===== src/rtl/sync_fifo.sv =====
// sync_fifo: single-clock first-word-fall-through FIFO with registered status flags
// Ports: clk, rst (async active-high); wr_en/wr_data push; rd_en pop;
//   rd_data head word; full/empty/almost_full/almost_empty/count status;
//   overflow/underflow one-cycle pulses for rejected write/read.
module sync_fifo #(
  parameter int DATA_WIDTH   = 8,
  parameter int ADDR_WIDTH   = 4,
  parameter int AFULL_LEVEL  = (1 << ADDR_WIDTH) - 2,
  parameter int AEMPTY_LEVEL = 2
) (
  input  logic                  clk,
  input  logic                  rst,
  input  logic                  wr_en,
  input  logic [DATA_WIDTH-1:0] wr_data,
  input  logic                  rd_en,
  output logic [DATA_WIDTH-1:0] rd_data,
  output logic                  full,
  output logic                  empty,
  output logic                  almost_full,
  output logic                  almost_empty,
  output logic [ADDR_WIDTH:0]   count,
  output logic                  overflow,
  output logic                  underflow
);
  localparam int DEPTH = 1 << ADDR_WIDTH;
  localparam int CW = ADDR_WIDTH + 1;
  logic [DATA_WIDTH-1:0] mem [DEPTH];
  logic [ADDR_WIDTH-1:0] wr_ptr, rd_ptr;
  logic [CW-1:0] count_nxt;
  logic wr_ok, rd_ok;
  // a write into a full FIFO is still accepted when a pop frees the slot on the same edge
  assign wr_ok = wr_en & (~full | rd_en);
  assign rd_ok = rd_en & ~empty;
  assign rd_data = mem[rd_ptr];
  always_comb count_nxt = count + CW'(wr_ok) - CW'(rd_ok);
  always_ff @(posedge clk)
    if (wr_ok && !rst) mem[wr_ptr] <= wr_data;
  // flags are derived from the next count so they change on the same edge as count
  always_ff @(posedge clk or posedge rst)
    if (rst) begin
      wr_ptr       <= '0;
      rd_ptr       <= '0;
      count        <= '0;
      full         <= 1'b0;
      empty        <= 1'b1;
      almost_full  <= 1'b0;
      almost_empty <= 1'b1;
      overflow     <= 1'b0;
      underflow    <= 1'b0;
    end else begin
      wr_ptr       <= wr_ok ? wr_ptr + 1'b1 : wr_ptr;
      rd_ptr       <= rd_ok ? rd_ptr + 1'b1 : rd_ptr;
      count        <= count_nxt;
      full         <= count_nxt == CW'(DEPTH);
      empty        <= count_nxt == '0;
      almost_full  <= count_nxt >= CW'(AFULL_LEVEL);
      almost_empty <= count_nxt <= CW'(AEMPTY_LEVEL);
      overflow     <= wr_en & ~wr_ok;
      underflow    <= rd_en & ~rd_ok;
    end
endmodule


===== config.mk =====
export PLATFORM = sky130hd
export DESIGN_NAME = sync_fifo
export DESIGN_NICKNAME = d
export VERILOG_FILES = /design/src/rtl/sync_fifo.sv
export SDC_FILE = /design/constraint.sdc
export NUM_CORES = 1
export LEC_CHECK = 0
export CAP_MARGIN = 25
export CORE_ASPECT_RATIO = 0.7
export CORE_MARGIN = 3
export CORE_UTILIZATION = 64
export CTS_CLUSTER_SIZE = 24
export DETAILED_ROUTE_END_ITERATION = 10
export PLACE_DENSITY = 0.84
export SLEW_MARGIN = 10
export SYNTH_ARGS = -nofsm -noshare
export SYNTH_HDL_FRONTEND = slang
export SYNTH_SLANG_ARGS = --single-unit

===== constraint.sdc =====
create_clock -name clk -period 5.68 [get_ports clk]
set_input_delay 0.568 -clock clk [delete_from_list [all_inputs] [get_ports clk]]
set_output_delay 0.568 -clock clk [all_outputs]
set_load 0.02 [all_outputs]

==> key figures <==
Worst setup path
  – Critical Path Fanout Max: 20
  – Max stage delay on crit path: 890 ps
  – Crit path max-delay family: buffers and inverters
  – Critical Path Start: rd_ptr[1]$_DFFE_PP0P_
  – Kind of critical path: flip-flop to primary output
  – WP data arrival: 3470 ps
  – Reg2reg setup slack: 2620 ps
  – CP cell instances: nor2b_1 -> buf_4 -> a221oi_1 -> a22oi_1 -> nand2_1 -> clkdlybuf4s50_1
  – R2R Path Start: full$_DFF_PP0_
  – Req. time, crit path: 5110 ps
  – Startpoint Class: flip-flop
  – Slowest CP cell: dfrtp_1
  – Buffers plus inverters on the worst setup path: 2
  – CP endpoint kind: primary output

Placement
  – Area post-placement: 0.00633 sq mm
  – Placer Congestion: 0.813
  – Port buffer count: 30
  – Detailed-placement wirelength estimate: 7620 um
  – Post-Place Setup Slack: 1930 ps

Synthesis
  – Main synth FF type: edfxtp_1
  – Syn Inst Count: 330
  – Number of enable flip-flop cells after synthesis: 128
  – Synth Area in XOR/XNOR: 1.46%
  – Most frequent cell after synthesis: edfxtp_1
  – Post-synthesis async set-or-reset flop share: 12.9%
  – Synth Warn #: 0
  – Post-Syn Area per Cell: 18.2 sq um
  – Simple-gate area share of the yosys netlist: 3.77%
  – Post-synth top area share: 64.0%
  – Mapped Area: 0.00600 sq mm
  – Complex-gate fraction of the synthesized area: 5.84%
  – Largest family of logic cells by synthesized area: multiplexers
  – Synthesis-stage register bit count: 147
  – Most common library cells after synthesis: edfxtp_1 (128), mux2i_1 (32), dfrtp_1 (17), mux4_2 (16), nand2_1 (15)
  – Post-synth net total: 353
  – Post-synthesis cell type count: 36
  – Largest area contributor in the netlist: edfxtp_1
  – Area share of fa/ha/maj cells after synthesis: 2.42%
  – Post-synthesis mux area share: 11.5%
  – Sequential share of the synthesized area: 72.0%
  – Largest cells by area after synthesis: edfxtp_1 (64%), dfrtp_1 (7.1%), mux4_2 (6.0%)

Outcome
  – Status: finished clean

Drt
  – Total Wirelength: 12000 um
  – Via count: 3125
  – DRC: 0
  – First drt pass iteration count: 5
  – Antenna Nets Post-Route: 0
  – WL/cell: 24.2 um
  – Met2 WL post-DR: 5570 um
  – Vias per cell: 6.29
  – Wl on met1: 5120 um
  – Detail Route met3 WL: 1180 um
  – Initial DRC Count: 368
  – Top Layer Used: met4

Timing
  – Worst hold slack: 557 ps
  – RSZ-0062 raised after global routing: no
  – Fin. Hold Viols: 0
  – Setup TNS: 0 ps
  – Crit share post-route: 71.2%
  – FMAX: 247 MHz
  – Fin worst setup slack: 1640 ps
  – Setup Viol. Count Final: 0
  – Pins over their slew limit: 0
  – Tmin final: 4040 ps
  – Slew margin rel.: 33.7%
  – Worst Tran Pin Value: 990 ps
  – Skew final: 7.85 ps

Floorplanning
  – Die Y: 87.0 um
  – I/O pin count: 31
  – Initial Util: 68.3%
  – Row cnt: 28
  – Horiz. Die Dim: 122 um
  – Core area: 0.00879 sq mm
  – Total Die Area: 0.0106 sq mm

Clock tree
  – Clock Tree Root: clkbuf_16
  – Post-CTS sizing: 0
  – Clk_lat worst skew: 420 ps
  – Clk pin slew, worst setup/hold paths: 60 ps
  – CTS Sinks: 147
  – Number of CTS-inserted buffers: 17
  – CTS tree: done
  – Post-CTS setup repair buffer count: 0
  – Number of H-tree levels: 4
  – CTS max path bufs: 2
  – Post-CTS Hold Fix Bufs: 0

Layout
  – Ant diodes: 0
  – Sequential cell area: 0.00432 sq mm
  – Multi-input logic area: 0.00150 sq mm
  – Share of layout cells above drive strength 1: 14.9%
  – Area Overhead vs Synth: 13.9%
  – Fin area: 0.00684 sq mm
  – Fillcell total: 480
  – Nets: 388

GRT
  – Vias in the first global route: 3198
  – GRT Residual Overflow: 0
  – First-pass GRT wire length: 18500 um
  – Initial antenna violation count: 0
  – GRT Total Usage: 25.2%
  – Maximum number of pins on one net before global-route repair: 33

Pwr
  – PwrDens: 549 mW/mm^2
  – Leak: 2.41 nW
  – Worst IR drop on VDD: 0.428 mV

Flow run
  – Max Cap Viol: 0

Worst hold path
  – HP Class: flip-flop to flip-flop
  – Worst min-delay path startpoint: full$_DFF_PP0_
-- cell usage in the layout, fill, tap and decap left out, types with 2 or more instances in the layout --
cell type        Yosys  layout
a21o_1               2       2
a21oi_1              2       2
a221oi_1             7       7
a221oi_2             9       9
a22oi_1              8       8
and2_1               7       7
buf_4                1       2
clkbuf_1             3       5
clkbuf_16            0      17
clkdlybuf4s50_1      0      30
clkinv_1             0       4
clkinv_2             0       4
dfrtp_1             17      16
dfstp_2              2       2
edfxtp_1           128     128
ha_1                10      10
inv_1               11      11
mux2i_1             32      32
mux4_2              16      16
nand2_1             15      15
nand3_1              2       2
nor2_1              14      14
nor2b_1              2       2
o21ai_0              9       9
xnor2_1              8       8
xor2_1               2       2
-- cell type report --
| type | count | area share (%) |
|---|---|---|
| multi-input combinational | 156 | 21.9 |
| tap | 120 | 2.19 |
| inverter | 11 | 0.604 |
| sequential | 147 | 63.2 |
| timing repair buffer | 32 | 4.61 |
| clock buffer | 22 | 6.49 |
| clock inverter | 9 | 0.951 |
-- per-stage QoR --
step,std cells,util [%],total power [mW]
6_report,497,77.8,3.76
5_1_grt,497,77.8,3.93
4_1_cts,497,77.8,3.76
3_5_place_dp,466,72.0,2.77
3_3_place_gp,466,72.0,2.72
2_1_floorplan,330,-,2.39
-- tightest hold or removal path: cells and delay by family, from the launching register on --
kind,cells,cell delay (ps)
flip-flops,1,360
AND/OR/NAND/NOR,2,160
-- routing by layer --
layer | global-route usage (%) | vias to the layer above
li1 | - | 1367
met1 | 35.3 | 1576
met2 | 37.2 | 160
met3 | 9.48 | 22
met4 | 8.44 | 0
met5 | 0 | -
-- path summary, 6_finish.rpt --
kind / to / cells past startpoint
max reg2reg: almost_empty$_DFF_PP1_ / 11
max in group asynchronous: rd_ptr[0]$_DFFE_PP0P_ / 2
min in group asynchronous: wr_ptr[3]$_DFFE_PP0P_ / 2
min reg2reg: overflow$_DFF_PP0_ / 2
max: rd_data[7] / 6
min: overflow$_DFF_PP0_ / 2
-- power breakdown --
group	switching (mW)	internal, mW	leakage [nW]
Sequential	0.166	1.30	1.38
Clock	0.389	0.588	0.251
Combinational	0.721	0.592	0.776
-- registers in the layout (all words and copies together), names as in the netlist --
register      cells
count             5
mem             128
empty             1
almost_empty      1
rd_ptr            4
full              1
underflow         1
almost_full       1
overflow          1
wr_ptr            4
-- cells by family after synthesis --
group,Yosys count
AOI/OAI and AO/OA,39
xor gates and xnor gates,10
adders and majority gates,11
buffers and inverters,27
DFF,147
muxes,49
and+or+nand+nor,47
Power figures use the tool's default switching activity.
